<file path="src/rtl/det3_seq_pkg.sv">
// Shared definitions for the 3x3 determinant sequencer: widths, FSM states,
// cofactor sign table and the matrix entry index helper.
package det_pkg;

    localparam int ENTRY_W = 4;
    localparam int MAG_W   = 14;
    localparam int ACC_W   = MAG_W + 1;

    typedef enum logic [2:0] {
        IDLE = 3'd0,
        MIN0 = 3'd1,
        MIN1 = 3'd2,
        MIN2 = 3'd3,
        FIN  = 3'd4
    } state_t;

    // Bit i set means the cofactor for column i of row 0 is negative: {+,-,+}.
    localparam logic [2:0] COF_NEG = 3'b010;

    function automatic int unsigned entry_idx(input int unsigned r, input int unsigned c);
        return 4 * (3 * r + c);
    endfunction

endpackage

</file>
<file path="src/rtl/det3_seq_det2.sv">
// Combinational 2x2 determinant a*d - b*c on 4-bit unsigned operands,
// returned as an 8-bit magnitude (out1 = LSB) plus a sign bit.
module det2 (
    input  logic a0, a1, a2, a3,
    input  logic b0, b1, b2, b3,
    input  logic c0, c1, c2, c3,
    input  logic d0, d1, d2, d3,
    output logic out1, out2, out3, out4, out5, out6, out7, out8,
    output logic sign
);

    logic [3:0] a, b, c, d;
    logic [7:0] ad, bc;
    logic [8:0] diff;
    logic [7:0] mag;

    assign a = {a3, a2, a1, a0};
    assign b = {b3, b2, b1, b0};
    assign c = {c3, c2, c1, c0};
    assign d = {d3, d2, d1, d0};

    assign ad   = {4'b0, a} * {4'b0, d};
    assign bc   = {4'b0, b} * {4'b0, c};
    assign diff = {1'b0, ad} - {1'b0, bc};

    // |a*d - b*c| never exceeds 225, so 8 bits of magnitude always suffice.
    always_comb begin
        mag = diff[8] ? (8'd0 - diff[7:0]) : diff[7:0];
    end

    assign {out8, out7, out6, out5, out4, out3, out2, out1} = mag;
    assign sign = diff[8];

endmodule

</file>
<file path="src/rtl/det3_seq.sv">
// 3x3 determinant by row-0 cofactor expansion, time-sharing one det2 across
// the three minors and accumulating pivot * signed minor over three cycles.
module det3_seq
    import det_pkg::*;
(
    input  logic             clk,
    input  logic             rst,
    input  logic             start,
    input  logic [35:0]      mat,
    output logic             busy,
    output logic             done,
    output logic [MAG_W-1:0] det_mag,
    output logic             det_sign
);

    state_t state_q, state_d;

    logic [35:0]        mat_q;
    logic [ACC_W-1:0]   acc_q;
    logic [MAG_W-1:0]   det_mag_q;
    logic               det_sign_q;
    logic               done_q;

    logic [ENTRY_W-1:0] op_a, op_b, op_c, op_d, pivot;
    logic               cof_neg;
    logic [7:0]         minor_mag;
    logic               minor_sign;
    logic               eff_neg;
    logic [11:0]        prod;
    logic [ACC_W-1:0]   prod_ext;
    logic [ACC_W-1:0]   acc_abs;

    // Handshake: start is only looked at in IDLE; busy covers MIN0..FIN and
    // done is a single-cycle pulse coinciding with fresh det_mag/det_sign.
    always_comb begin
        state_d = state_q;
        busy    = 1'b0;
        op_a    = '0;
        op_b    = '0;
        op_c    = '0;
        op_d    = '0;
        pivot   = '0;
        cof_neg = 1'b0;
        case (state_q)
            IDLE: begin
                if (start) state_d = MIN0;
            end
            MIN0: begin
                busy    = 1'b1;
                op_a    = mat_q[entry_idx(1, 1) +: ENTRY_W];
                op_b    = mat_q[entry_idx(1, 2) +: ENTRY_W];
                op_c    = mat_q[entry_idx(2, 1) +: ENTRY_W];
                op_d    = mat_q[entry_idx(2, 2) +: ENTRY_W];
                pivot   = mat_q[entry_idx(0, 0) +: ENTRY_W];
                cof_neg = COF_NEG[0];
                state_d = MIN1;
            end
            MIN1: begin
                busy    = 1'b1;
                op_a    = mat_q[entry_idx(1, 0) +: ENTRY_W];
                op_b    = mat_q[entry_idx(1, 2) +: ENTRY_W];
                op_c    = mat_q[entry_idx(2, 0) +: ENTRY_W];
                op_d    = mat_q[entry_idx(2, 2) +: ENTRY_W];
                pivot   = mat_q[entry_idx(0, 1) +: ENTRY_W];
                cof_neg = COF_NEG[1];
                state_d = MIN2;
            end
            MIN2: begin
                busy    = 1'b1;
                op_a    = mat_q[entry_idx(1, 0) +: ENTRY_W];
                op_b    = mat_q[entry_idx(1, 1) +: ENTRY_W];
                op_c    = mat_q[entry_idx(2, 0) +: ENTRY_W];
                op_d    = mat_q[entry_idx(2, 1) +: ENTRY_W];
                pivot   = mat_q[entry_idx(0, 2) +: ENTRY_W];
                cof_neg = COF_NEG[2];
                state_d = FIN;
            end
            FIN: begin
                busy    = 1'b1;
                state_d = IDLE;
            end
            default: state_d = IDLE;
        endcase
    end

    det2 u_det2 (
        .a0(op_a[0]), .a1(op_a[1]), .a2(op_a[2]), .a3(op_a[3]),
        .b0(op_b[0]), .b1(op_b[1]), .b2(op_b[2]), .b3(op_b[3]),
        .c0(op_c[0]), .c1(op_c[1]), .c2(op_c[2]), .c3(op_c[3]),
        .d0(op_d[0]), .d1(op_d[1]), .d2(op_d[2]), .d3(op_d[3]),
        .out1(minor_mag[0]), .out2(minor_mag[1]), .out3(minor_mag[2]),
        .out4(minor_mag[3]), .out5(minor_mag[4]), .out6(minor_mag[5]),
        .out7(minor_mag[6]), .out8(minor_mag[7]),
        .sign(minor_sign)
    );

    assign eff_neg  = minor_sign ^ cof_neg;
    assign prod     = {8'b0, pivot} * {4'b0, minor_mag};
    assign prod_ext = {{(ACC_W-12){1'b0}}, prod};
    // A zero accumulator has a clear top bit, so the sign output is 0 for it.
    assign acc_abs  = acc_q[ACC_W-1] ? ({ACC_W{1'b0}} - acc_q) : acc_q;

    always_ff @(posedge clk) begin
        if (rst) begin
            state_q    <= IDLE;
            mat_q      <= '0;
            acc_q      <= '0;
            det_mag_q  <= '0;
            det_sign_q <= 1'b0;
            done_q     <= 1'b0;
        end else begin
            state_q <= state_d;
            done_q  <= (state_q == FIN);
            case (state_q)
                IDLE: begin
                    if (start) begin
                        mat_q <= mat;
                        acc_q <= '0;
                    end
                end
                MIN0, MIN1, MIN2: begin
                    acc_q <= eff_neg ? (acc_q - prod_ext) : (acc_q + prod_ext);
                end
                FIN: begin
                    det_mag_q  <= acc_abs[MAG_W-1:0];
                    det_sign_q <= acc_q[ACC_W-1];
                end
                default: ;
            endcase
        end
    end

    assign done     = done_q;
    assign det_mag  = det_mag_q;
    assign det_sign = det_sign_q;

endmodule

</file>
<file path="config.mk">
export PLATFORM = sky130hd
export DESIGN_NAME = det3_seq
export DESIGN_NICKNAME = d
export VERILOG_FILES = /design/src/rtl/det3_seq_pkg.sv /design/src/rtl/det3_seq_det2.sv /design/src/rtl/det3_seq.sv
export SDC_FILE = /design/constraint.sdc
export NUM_CORES = 1
export LEC_CHECK = 0
export CELL_PAD_IN_SITES_DETAIL_PLACEMENT = 0
export CELL_PAD_IN_SITES_GLOBAL_PLACEMENT = 2
export CORE_AREA = 2 2 126 140
export DETAILED_ROUTE_END_ITERATION = 8
export DIE_AREA = 0 0 128 142
export GPL_TIMING_DRIVEN = 1
export PLACE_DENSITY = 0.94
export REMOVE_ABC_BUFFERS = 1
export SLEW_MARGIN = 0
export SYNTH_ARGS = -nofsm -noshare
export SYNTH_HDL_FRONTEND = slang
export SYNTH_SLANG_ARGS = --single-unit
</file>
<file path="constraint.sdc">
create_clock -name clk -period 23.7 [get_ports clk]
set_clock_uncertainty 0.1 [all_clocks]
set_input_delay 3.555 -clock clk [delete_from_list [all_inputs] [get_ports clk]]
set_output_delay 3.555 -clock clk [all_outputs]
set_load 0.02 [all_outputs]
</file>
Yosys cells after proc, flatten, opt, wreduce, memory -nomap -nowiden:

Cells that the tools add are included.

* add/subtract/negate cells: 5
* multiply operators: 3
* equality and inequality tests: 5
* multiplexer cells: 14
* bitwise logic cells: 1
* reduce and logical (&&, ||, !) cells: 8

Operators with widths (count)
* $pmux 4 s2: 4
* $mux 15: 2
* $pmux 15 s2: 1
* $mul 4x4->8: 2
* $add 15x12->15: 1
* $sub 15x12->15: 1
* $mux 14: 1
* $sub 1x14->14 const A: 1
* $mul 4x8->12: 1
* $pmux 3 s4: 1
* $pmux 4 s3: 1
* $sub 8x8->9: 1
* $mux 8: 1
* $sub 1x8->8 const A: 1
* $eq 3x2->1 const B: 2
* $reduce_and 2->1: 2
* $reduce_or 2->1: 2
* $reduce_or 4->1: 1
* $eq 3x1->1 const B: 1
* $eq 3x3->1 const B: 1
* $logic_not 3->1: 1
* $mux 3: 1
* $reduce_or 3->1: 1
* $mux 1: 2
* other kinds (3): 3

* register bits: 70
* input port bits: 39
* output and inout bits: 17
* logic and storage cells: 42

Depth between registers and ports, before layout:

Gate-level depths: netlist of the first run.

* depth in word-level cells: 11
* depth in mapped cells: 45
* gate-level depth less buffers: 43

Hierarchy:

A second synthesis of the first run with hierarchy kept.

* cells, all modules: 782
* area total of the unflattened synthesis: 6117.1 µm²

By module, submodules not included
* det3_seq: instances 1, cells an instance 636, area an instance 4909.7 µm², sequential area each 1401.3 µm²
* det2: instances 1, cells an instance 146, area an instance 1207.4 µm², sequential area each 0.0 µm²

Least setup slack after synthesis of the first run:

Ideal clock, no wire load.

* path type: register to register
* from: register state_q[1]
* to: register acc_q[14]
* setup time: 0.074 ns
* arrival: 10.004 ns
* required time: 23.526 ns
* slack: 13.522 ns
* stages on the path, launching flop included: 41
* buffers on the path: 2
* clock period less this slack: 10.178 ns
* cell sequence: dfxtp_1 -> buf_2 -> buf_1 -> xor2_1 -> a22oi_1 -> nor2_1 -> nand2_1 -> fa_1 -> fa_1 -> fa_1 -> inv_1 -> fa_1 -> inv_1 -> ha_1 -> nor2b_1 -> o21a_1 -> o2111a_1 -> a211oi_4 -> (+5 left out) -> fa_1 -> inv_1 -> fa_1 -> nand2b_1 -> a21oi_1 -> xor2_1 -> nor4_1 -> a21oi_1 -> xor2_1 -> ha_1 -> and2_1 -> o21ai_0 -> o31ai_1 -> o21a_1 -> a41oi_1 -> xor2_1 -> or3_1 -> a31oi_1

* longest elaborated chain between the ends: 11
* elaborated cells on any way between the ends: 27
* classes of those cells: add/sub (4); mul (3); eq/ne (4); mux (9); bitwise (1); reduce/logical (6)

RTL lines
* start: declaration: RTL line det3_seq.sv:16 `state_t state_q, state_d;`
* start signal: assignment: RTL line det3_seq.sv:112 `state_q <= state_d;`
* $eq 3x2->1 / $eq 3x1->1 (equally long branches): RTL line det3_seq.sv:44, det3_seq.sv:114
* $reduce_or 2->1 (no source line)
* $pmux 4 s2: RTL line det3_seq.sv:44 `case (state_q)`
* $mul 4x4->8, on equally long branches: RTL line det3_seq_det2.sv:22, det3_seq_det2.sv:23
* $sub 8x8->9: RTL line det3_seq_det2.sv:24 `assign diff = {1'b0, ad} - {1'b0, bc};`
* $sub 1x8->8: RTL line det3_seq_det2.sv:28 `mag = diff[8] ? (8'd0 - diff[7:0]) : diff[7:0];`
* $mux 8: RTL line det3_seq_det2.sv:28
* $mul 4x8->12: RTL line det3_seq.sv:98 `assign prod = {8'b0, pivot} * {4'b0, minor_mag};`
* $add 15x12->15 / $sub 15x12->15 (equally long branches): RTL line det3_seq.sv:122 `acc_q <= eff_neg ? (acc_q - prod_ext) : (acc_q + prod_ext);`
* $mux 15: RTL line det3_seq.sv:122
* $pmux 15 s2: RTL line det3_seq.sv:114 `case (state_q)`
* end signal: assignment: RTL line det3_seq.sv:122
* end: declaration: RTL line det3_seq.sv:19 `logic [ACC_W-1:0] acc_q;`

Several ways; a longest one is shown, not always the timed one.
A chain may end at the register's enable or synchronous reset.

Final worst setup path of the first run:

Same ends and word-level chain as after synthesis.

==> results of run 1 <==
-- per-stage QoR --
step                cell area, µm²  hold slack (ns)  util (%)  setup WS (ns)  std cells
floorplan                     5930            0.327         -          13.50        764
detailed placement            6770            0.344      40.4          12.60       1031
global route                  7120            0.370      42.5          11.73       1047
finish                        7120            0.348      42.5          12.56       1047
global placement              6770            0.340      40.4          12.81       1031
CTS                           7120            0.350      42.5          12.57       1047
-- critical path: cells and delay by family, from the launching register on --
family / cells / cell delay, ns
adders and majority gates: 9 / 4.26
AOI/OAI and AO/OA: 10 / 2.34
and+or+nand+nor: 10 / 2.01
xor gates and xnor gates: 4 / 0.96
DFF: 1 / 0.93
muxes: 1 / 0.24
buffers and inverters: 4 / 0.20
-- report_power, final --
| part | switching (mW) | internal, mW | total (mW) |
|---|---|---|---|
| clock network | 0.0545 | 0.103 | 0.158 |
| registers | 0.0186 | 0.130 | 0.148 |
| logic | 0.0985 | 0.0795 | 0.178 |
| total | 0.172 | 0.312 | 0.484 |
-- cells by family after synthesis --
| kind of cell | after synthesis | synth area share [%] |
|---|---|---|
| and+or+nand+nor | 319 | 23.1 |
| xor gates and xnor gates | 49 | 7.39 |
| buffers and inverters | 104 | 6.46 |
| DFF | 70 | 23.1 |
| muxes | 8 | 1.42 |
| adders and majority gates | 85 | 21.4 |
| AOI/OAI and AO/OA | 164 | 17.1 |
-- metal layers --
metal	global-route usage, %	wire length [µm]	vias to the layer above
li1	-	-	2752
met3	3.05	470	28
met4	5.44	325	0
met1	18.8	6120	2429
met2	29.6	7240	93
met5	0	0	-
-- sequential cells by signal, summed over array words and instances (netlist names) --
signal	count
mat_q	36
acc_q	15
det_mag	14
state_q	3
det_sign	1
done	1
-- worst paths after layout --
path          startpoint          end  slack (ns)
min reg2reg  det_mag[12]  det_mag[12]        0.35
min          det_mag[12]  det_mag[12]        0.35
max reg2reg   state_q[1]    acc_q[14]       12.56
max           state_q[1]    acc_q[14]       12.56
-- layout make-up --
| class | instances | area, µm² |
|---|---|---|
| Inverter | 69 | 259 |
| Multi-Input combinational cell | 625 | 4280 |
| Clock buffer | 9 | 225 |
| Fill cell | 1764 | 9650 |
| Clock inverter | 7 | 121 |
| Tap cell | 208 | 260 |
| Timing Repair Buffer | 59 | 576 |
| Sequential cell | 70 | 1400 |
-- cell usage in the layout, fill, tap and decap left out, drive strengths merged, types with 6 or more instances in the layout --
cell type	count
inv	70
or2	9
or3	6
o21ai	16
clkdlybuf4s50	54
xnor2	24
xor2	25
nand2	132
dfxtp	70
a22oi	15
nor3	26
ha	54
nand3b	6
nand3	8
nor2	98
o21a	8
nand2b	7
o31ai	7
a21oi	77
fa	31
a211oi	11
clkbuf	9
nor2b	7
==> results by group, run 1 <==
Status
  • Status: finished clean

Drt
  • Drt first pass iters: 6
  • Vias per cell: 5.06
  • Routed vias: 5302
  • ANT nets after route: 0
  • Routed wire per std cell: 13.5 µm
  • Routed Wire Length: 14200 µm
  • Iter 0 DRT Violations: 236
  • Post-route DRC violation count: 0

Worst setup path
  • Nature of the critical path endpoint: flop
  • Crit path required time: 23.87 ns
  • Most common cell on crit path: fa_1
  • Startpoint Class: flop
  • Worst Setup Path Type: reg -> reg
  • Worst-path maximum fanout: 27
  • FF-to-FF path depth: 38
  • Slowest CP cell: dfxtp_1
  • Largest stage delay, worst path: 0.93 ns
  • Arr. time, crit path: 11.30 ns

Floorplanning
  • Io pins: 56
  • Die footprint: 18200 µm²
  • Core Area: 16800 µm²
  • Rows: 50
  • Die height: 142 µm
  • Initial Utilization: 36.2%
  • Die width: 128 µm

Synthesis
  • Mean post-synth cell area: 7.59 µm²
  • Post-synth top area share: 23.1%
  • Synth Instances: 799
  • Synth cell count leaders: nand2_1, nor2_1, a21oi_1
  • Ys Warns: 0
  • Mapped Area: 6060 µm²
  • Area leader, netlist: dfxtp_1
  • #FFs+latches synth: 70
  • Count leader, synth: nand2_1
  • Share of flip-flops with an asynchronous set or reset: 0%
  • Most used DFF post-synth: dfxtp_1
  • EDFF count, synth: 0
  • Cell variety after synth: 52
  • Top cells by area, synth: dfxtp_1, ha_1, fa_1
  • Sequential element share of the synthesized area: 23.1%

Timing
  • Total Neg Setup Slack: 0 ns
  • Unrepaired setup endpoints after global routing: false
  • Min cycle time layout: 11.14 ns
  • Max Slew Vio Count: 0
  • Fmax: 89.8 MHz
  • Relative slew slack: 35.2%
  • Measured slew at the worst slew-check pin: 0.969 ns
  • Final worst-path cycle share: 47.0%
  • Final Hold Fails: 0
  • Setup-failing EPs final: 0

Cells and area
  • Area Overhead vs Synth: 17.4%
  • Nets: 958
  • Share of cells above drive strength 1: 4.89%
  • Diode count: 0

Job
  • Max cap viols: 0

Clock network
  • Sink Count: 70
  • Hold buffer count at cts: 0
  • Num CTS Buffers: 9
  • CTS clk-pin slew, worst paths: 0.07 ns
  • Worst-Skew Late Latency: 0.34 ns
  • Clk Tree Root Cell: clkbuf_16
  • H-tree Lvls: 3
  • Setup Fix Bufs, Post-CTS: 0
  • TritonCTS clock tree: yes
  • Post-CTS sizing: 0
  • CTS max path bufs: 2

Power
  • PwrDens: 68.0 nW/µm²
  • Peak VDD IR: 0.0489 mV
  • Total power: 484 µW
  • Static leakage: 2.92 nW

Global route
  • First-pass GRT wire length: 24000 µm
  • Vias in the first global route: 5227
  • Gr ovfl total: 0
  • Largest net degree at the start of global routing: 76
  • Initial antenna violation count: 0
  • Gr usage total: 16.1%

Min path
  • Worst hold path type: reg -> reg
  • Hold path depth: 2

Placement
  • Gp weighted congestion: 0.879
  • Post-DP HPWL: 11000 µm
  • IO Port Bufs: 55
No activity file was read; power rests on OpenSTA's default activity.
==> run 2, diff against run 1 <==
--- a/config.mk
+++ b/config.mk
@@ -7,11 +7,11 @@
 export LEC_CHECK = 0
 export CELL_PAD_IN_SITES_DETAIL_PLACEMENT = 0
 export CELL_PAD_IN_SITES_GLOBAL_PLACEMENT = 2
-export CORE_AREA = 2 2 126 140
+export CORE_AREA = 2 2 137 152
 export DETAILED_ROUTE_END_ITERATION = 8
-export DIE_AREA = 0 0 128 142
+export DIE_AREA = 0 0 139 154
 export GPL_TIMING_DRIVEN = 1
-export PLACE_DENSITY = 0.94
+export PLACE_DENSITY = 0.85
 export REMOVE_ABC_BUFFERS = 1
 export SLEW_MARGIN = 0
 export SYNTH_ARGS = -nofsm -noshare
==> constraint.sdc (replaced) <==
create_clock -name clk -period 9.3 [get_ports clk]
set_clock_uncertainty 0.1 [all_clocks]
set_input_delay 1.395 -clock clk [delete_from_list [all_inputs] [get_ports clk]]
set_output_delay 1.395 -clock clk [all_outputs]
set_load 0.02 [all_outputs]
==> run 2 against run 1 <==
Net effect:
- final cell count is 14% higher
- critical path type unchanged
- largest cell class unchanged
- total power grew to 2.9 times the previous value
- via count is 7.8% higher
- clock power is 140% higher
- sequential power grew to 2.5 times the previous value
- register-to-register slack worse by 12 ns
==> results by group, run 2 (synthesis results as in run 1) <==
Clock network
  • Worst-Skew Late Latency: 0.34 ns
  • Clk Tree Root Cell: clkbuf_16
  • TritonCTS clock tree: yes
  • CTS max path bufs: 2
  • H-tree Lvls: 3
  • Hold buffer count at cts: 0
  • Sink Count: 70
  • Num CTS Buffers: 9
  • CTS clk-pin slew, worst paths: 0.06 ns

Global route
  • Gr ovfl total: 0
  • Initial antenna violation count: 0
  • Gr usage total: 14.7%
  • Largest net degree at the start of global routing: 76
  • First-pass GRT wire length: 26200 µm
  • Vias in the first global route: 5649

Placement
  • Post-DP HPWL: 12100 µm
  • Gp weighted congestion: 0.816
  • Placed insts: 1150
  • IO Port Bufs: 55

Power
  • Peak VDD IR: 0.188 mV
  • PwrDens: 169 nW/µm²
  • Total power: 1.41 mW
  • Static leakage: 3.47 nW

Drt
  • Iter 0 DRT Violations: 153
  • Routed wire per std cell: 13.2 µm
  • Post-route DRC violation count: 0
  • Routed Wire Length: 15800 µm
  • Drt first pass iters: 4
  • ANT nets after route: 0
  • Vias per cell: 4.78
  • Routed vias: 5717

Worst setup path
  • Arr. time, crit path: 9.36 ns
  • Worst Path Buf+Inv: 18
  • Nature of the critical path endpoint: flop
  • Most common cell on crit path: buf_4
  • Crit path required time: 9.46 ns
  • Critical path's top delay family: adder cells
  • Largest stage delay, worst path: 0.53 ns
  • Startpoint Class: flop
  • Worst Setup Path Type: reg -> reg
  • Crit path depth: 50
  • Worst-path maximum fanout: 5
  • Slowest CP cell: fa_1
  • FF-to-FF path depth: 50

Cells and area
  • Nets: 1062
  • Top reg by flops: mat_q
  • Area Overhead vs Synth: 37.8%
  • Diode count: 0
  • Non-filler instance count after layout: 1195
  • Layout fillers: 2025
  • Leading cell type in the layout, fill and taps excluded: nand2_1
  • Most frequent cells in the layout: nand2_1, buf_4, nor2_1
  • Largest register FFs: 36
  • Post-layout util: 42.3%
  • Share of cells above drive strength 1: 22.5%

Min path
  • Hold path depth: 2
  • Worst hold path type: reg -> reg

Timing
  • Final Hold Fails: 0
  • Setup-failing EPs final: 0
  • Fmax: 109 MHz
  • Unrepaired setup endpoints after global routing: true
  • Measured slew at the worst slew-check pin: 1.07 ns
  • Max Slew Vio Count: 0
  • WHS: 0.351 ns
  • Min cycle time layout: 9.20 ns
  • Final worst-path cycle share: 98.9%
  • Relative slew slack: 28.1%

Floorplanning
  • Die width: 139 µm
  • Io pins: 56
  • Core Area: 19700 µm²
  • Die footprint: 21400 µm²
  • Rows: 54
  • Die height: 154 µm
  • Initial Utilization: 30.7%

Status
  • Status: finished clean

Job
  • Max cap viols: 0
-- run 2: changes by cell type in the layout (fill, tap and decap cells not counted), moves of 5 or more --
cell and change:
nor2_2 +9, o21ai_0 -7, a21oi_2 +5, buf_4 +99, a21oi_1 -6, nor2_1 -9
ha_4 +5, ha_1 -8
-- run 2: path summary, 6_finish.rpt --
kind,from,to,slack (ns)
hold / removal,mat_q[0],mat_q[0],0.35
setup / recovery,state_q[0],acc_q[14],0.10
setup reg to reg,state_q[0],acc_q[14],0.10
hold reg to reg,mat_q[0],mat_q[0],0.35
-- run 2: through the flow --
step | instance area, µm² | worst slack (ns) | setup TNS, ns
floorplan | 5930 | -0.896 | -3.20
global placement | 7390 | -0.219 | -0.334
detailed placement | 7390 | -0.402 | -0.996
CTS | 8140 | -0.00693 | -0.00693
global route | 8350 | -0.325 | -0.903
finish | 8350 | 0.103 | 0
-- run 2: what timing repair did --
| action | 4_1_cts | 5_1_grt |
|---|---|---|
| endpoints found under the setup margin | 6 | 7 |
| buffers inserted | 25 | 6 |
| cloned | 0 | 0 |
| resized for setup | 55 | 37 |
| pin swaps | 57 | 37 |
-- run 2: power by group --
part | switching, mW | total [mW] | leakage (nW) | internal [mW]
sequential | 0.0446 | 0.375 | 0.572 | 0.330
combinational | 0.316 | 0.651 | 2.74 | 0.335
clock | 0.141 | 0.385 | 0.159 | 0.244
total | 0.502 | 1.41 | 3.47 | 0.909
-- run 2: worst register-to-register path: cells and delay by family, from the launching register on --
| family | cells | cell delay, ns |
|---|---|---|
| buf+inv | 18 | 2.03 |
| fa+ha+maj | 8 | 2.81 |
| simple gates | 8 | 1.06 |
| xor+xnor | 4 | 0.50 |
| compound gates | 11 | 2.01 |
| flops | 1 | 0.37 |
| mux | 1 | 0.22 |
-- run 2: per-layer routing --
metal / vias to the layer above / track usage, % / wire length [µm]
met3: 22 / 2.65 / 458
met1: 2646 / 16.5 / 6620
met2: 91 / 28.2 / 8420
met5: - / 0 / 0
li1: 2958 / - / -
met4: 0 / 3.80 / 278
-- run 2: layout make-up --
type | instances | area, µm² | share of cell area (%)
timing repair buffer | 163 | 1380 | 16.5
clock buffer | 10 | 239 | 2.86
tap | 252 | 315 | 3.77
sequential | 70 | 1410 | 16.9
inverter | 69 | 259 | 3.10
clock inverter | 6 | 93.8 | 1.12
multi-input combinational | 625 | 4660 | 55.8
==> RTL change 1, RTL diff (settings of run 1) <==
The 5 states of `state_t` get a one-hot encoding in 5 bits.
--- a/src/rtl/det3_seq_pkg.sv
+++ b/src/rtl/det3_seq_pkg.sv
@@ -7,10 +7,10 @@
     localparam int ACC_W   = MAG_W + 1;
 
-    typedef enum logic [2:0] {
-        IDLE = 3'd0,
-        MIN0 = 3'd1,
-        MIN1 = 3'd2,
-        MIN2 = 3'd3,
-        FIN  = 3'd4
+    typedef enum logic [4:0] {
+        IDLE = 5'b00001,
+        MIN0 = 5'b00010,
+        MIN1 = 5'b00100,
+        MIN2 = 5'b01000,
+        FIN  = 5'b10000
     } state_t;
 
Behaviour: no difference found for any inputs over 4 cycles, from zero or initial values and one cycle with rst high; so few cycles prove little.
==> RTL change 1 against run 1 <==
  * Synthesized area down 0.52%
  * Die area unchanged
  * Routed wire length is 1.0% lower
  * Final area down 0.69%
  * Critical path depth increased by 1
  * Setup slack worse by 0.019 ns
  * Maximum frequency down 0.17%
  * Non-clock buffer count up 4
  * Sequential cell count is 2 higher
Power is not compared: it rests on default switching activity, and its combinational part moved more than twofold at a synthesized area within 25%.
==> RTL change 1: results (changes against run 1) <==
Main synth FF type=dfxtp_1; Synth top cells by count=nand2_1, dfxtp_1, nor2_1; I/O Buffers=55 (unchanged); Pre-antenna DRT Iters=5 (-1); nets=930 (-2.9%); Worst Max-Slew Pin Slew=0.943 ns (-0.0262 ns); multi-input gate count=589 (-5.8%); post-synthesis cell count=761 (-4.8%); FFs w/ async S/R, synth=0 (unchanged); Final HPWL DP=11000 µm (-0.37%); Cell variety after synth=64 (+23%); initial antenna violation count=0 (unchanged); worst slack at placement=12.57 ns (-0.0367 ns); Seq cells=72 (+2.9%); vias in the first global route=5171 (-1.1%); Worst-Skew Late Latency=0.34 ns (about the same); Bufs on Longest Clock Path=2 (unchanged); Starting DRT DRC Count=261 (+11%); Area Growth Syn to Fin=17.2%; slowest stage cell on the critical path=nor3b_2; crit-path max FO=15 (-44%); status=complete, no violations; Root Driver=clkbuf_16; Post-Synth Adder-Cell Area=0.215 (+0.00111); Ys Warns=0 (unchanged); largest net degree at the start of global routing=78 (+2.6%); CTS clk-pin slew, worst paths=around 0.06 ns; layout cells sized above 1=0.0518 (+0.00292); CP dominant cell by count=fa_1; inverters=71 (+2.9%); multiplexer share of the synthesized area=0.00664 (-0.00760); CP top delay family=adder cells; wire length per cell=13.7 µm (+1.7%); vias per cell=5.05 (-0.28%); crit-path max cell delay=0.80 ns (-0.13 ns); Post-Synth XOR/XNOR Area=0.0680 (-0.00584); # resized after CTS=0 (unchanged); Non-Clock Buffer Count=63 (+6.8%); gr usage total=0.161 (about the same); synthesized area per cell=7.93 µm² (+4.5%); Fillers=1736 (-1.6%); max reg flops=36 (unchanged); Setup Buffers After CTS=0 (unchanged); cells taking the most area after synthesis=dfxtp_1, ha_1, fa_1; Internal Pwr Total=about 210 µW; Post-Place Cells=1003 (-2.7%); first-pass GRT wire length=24200 µm (+0.75%); Clock Buffer Count=9 (unchanged); part of the power in registers=0.455; clock-cell share of area=0.0407 (-0.00798); Lkg Pwr=approximately 2.9 nW; Final Wtd Congestion=0.816 (-7.1%); Multi-input gate area=0.00421 mm² (-1.6%); sequential cell area fraction in the yosys report=0.239 (+0.00783); Post-Route WL=14000 µm (-1.0%); Compound-Gate Fraction of Synth Area=0.180 (+0.00918); buffering overhead=0.0856 (+0.00480); H-tree depth=3 (unchanged); Seq. cell area=0.00144 mm² (+2.9%); Post-DP Area=0.00678 mm² (+0.15%)
-- RTL change 1: cell count changes in the layout (fill, tap and decap cells not counted), moves of 11 or more --
cell / run 1 / this run
nand2_1: 132 / 121
a22o_1: 0 / 16
and2_1: 5 / 17
nor2_1: 98 / 71
nor3_1: 26 / 14
a22oi_1: 15 / 1
-- RTL change 1: worst paths after layout --
check / from / endpoint / slack [ns] / cells after the start
setup reg to reg: state_q[0] / acc_q[14] / 12.54 / 39
hold / removal: det_mag[8] / det_mag[8] / 0.35 / 2
setup / recovery: state_q[0] / acc_q[14] / 12.54 / 39
hold reg to reg: det_mag[8] / det_mag[8] / 0.35 / 2
-- RTL change 1: metal layers --
| metal | global-route usage | routed length [µm] |
|---|---|---|
| met4 | 0.0399 | 200 |
| met3 | 0.0229 | 297 |
| met1 | 0.198 | 6310 |
| met5 | 0 | 0 |
| met2 | 0.297 | 7200 |
==> RTL change 2, RTL diff (config.mk and constraints of run 1) <==
Without the edit above. The package constant `MAG_W` goes from 14 to 16.
--- a/src/rtl/det3_seq_pkg.sv
+++ b/src/rtl/det3_seq_pkg.sv
@@ -4,5 +4,5 @@
 
     localparam int ENTRY_W = 4;
-    localparam int MAG_W   = 14;
+    localparam int MAG_W   = 16;
     localparam int ACC_W   = MAG_W + 1;
 
Interface: changed (resized det_mag); port bits go from 56 to 58. No check against the original RTL was run, so the function may have changed too.
==> RTL change 2 against run 1 <==
  * Routed wire length increased by 5.1%
  * Sequential cell count up 4
  * Sequential share of layout area rose by 0.52 points
  * Clock power fell by 3%
  * Power increased by 0.62%
  * First-iteration DRC count rose by 10%
  * Setup slack improved by 0.027 ns
  * Synthesized area grew 3.4%
  * Final area increased by 3.0%
  * Final cell count grew 2.5%
==> RTL change 2: results (changes against run 1) <==
Internal Pwr Total=315 µW (+0.80%); Cell variety after synth=45 (-13%); status=complete, no violations; gr usage total=0.173 (+0.0115); nets=986 (+2.9%); met1 WL=6230 µm (+1.8%); Synth top cells by count=nand2_1, nor2_1, a21oi_1; largest net degree at the start of global routing=83 (+9.2%); layout cells sized above 1=0.0486 (-0.000313); total CTS buffers=9 (unchanged); FFs w/ async S/R, synth=0 (unchanged); Detail Route met2 WL=8140 µm (+13%); sequential cell area fraction in the yosys report=0.236 (+0.00526); vias in the first global route=5529 (+5.8%); first-pass GRT wire length=25600 µm (+6.6%); WP data arrival=11.23 ns (-0.07 ns); Final Wtd Congestion=0.851 (-3.2%); R2R setup slack=12.59 ns (+0.03 ns); Worst Max-Slew Pin Slew=1.18 ns (+0.216 ns); met3 wire len=386 µm (-18%); Starting DRT DRC Count=260 (+10%); crit-path max FO=28 (+3.7%); Post-DP Area=0.00699 mm² (+3.3%); vias per cell=5.09 (+0.48%); I/O Buffers=57 (+3.6%); Pre-antenna DRT Iters=4 (-2); wire length per cell=13.9 µm (+2.5%); Final HPWL DP=11700 µm (+5.6%); cells taking the most area after synthesis=dfxtp_1, ha_1, fa_1; Root Driver=clkbuf_16; Lkg Pwr=3.05 nW (+4.6%); crit-path max cell delay=0.97 ns (+0.04 ns); VDD IR-drop max=39.9 µV (-18%)
RTL change 2: changes by cell type in the layout (fill, tap and decap cells not counted), sizes merged, moves of 4 or more:
cell   delta
a21oi     +9
a21o      +8
nor2      -8
o21a      -5
or3       +5
and3      +4
dfxtp     +4
o41ai     -4
RTL change 2: routing by layer:
metal	vias up	global-route usage
met5	-	0
met4	0	0.0399
met3	10	0.0350
met2	73	0.333
met1	2543	0.194
li1	2834	-
RTL change 2: layout make-up:
| cell class | count | area (µm²) |
|---|---|---|
| Sequential cell | 74 | 1480 |
| Multi-Input combinational cell | 645 | 4400 |
| Timing Repair Buffer | 61 | 596 |
| Inverter | 69 | 259 |
| Clock inverter | 5 | 85.1 |
| Clock buffer | 11 | 253 |
| Fill cell | 1803 | 9430 |
| Tap cell | 208 | 260 |
RTL change 2: cells by family (layout without fill, tap and decap cells):
logic type,after synthesis,in the layout,share of synthesized area
DFF,74,74,0.236
adders and majority gates,87,87,0.211
and+or+nand+nor,330,330,0.241
muxes,8,8,0.0138
AOI/OAI and AO/OA,169,169,0.164
xor gates and xnor gates,51,51,0.0713
buffers and inverters,106,146,0.0635
RTL change 2: worst max-delay path: cells and delay by family (launching register included):
kind	cells	cell delay, ns
compound gates	10	2.10
xor+xnor	3	0.85
fa+ha+maj	9	4.21
buf+inv	4	0.21
flops	1	0.97
mux	1	0.17
simple gates	11	2.40
RTL change 2: final timing paths:
path                 endpoint        start  cells after the start
setup / recovery    acc_q[16]   state_q[1]                     38
hold / removal    det_mag[14]  det_mag[14]                      2
setup reg to reg    acc_q[16]   state_q[1]                     38
hold reg to reg   det_mag[14]  det_mag[14]                      2
RTL change 2: power by group through the flow:
stage / Clock [mW] / Combinational, mW / Sequential [mW]
floorplan: 0 / 0.142 / 0.147
global placement: 0 / 0.184 / 0.152
CTS: 0.157 / 0.184 / 0.150
global route: 0.163 / 0.209 / 0.151
detailed placement: 0 / 0.183 / 0.152
finish: 0.153 / 0.184 / 0.150
RTL change 2: stage by stage:
| step | setup WS (ns) | total power [mW] | instances | hold WS (ns) |
|---|---|---|---|---|
| after floorplan | 13.54 | 0.289 | 788 | 0.327 |
| after global placement | 12.81 | 0.336 | 1057 | 0.341 |
| after detailed placement | 12.62 | 0.336 | 1057 | 0.346 |
| after CTS | 12.60 | 0.491 | 1073 | 0.353 |
| after global routing | 11.59 | 0.523 | 1073 | 0.374 |
| final | 12.59 | 0.487 | 1073 | 0.349 |
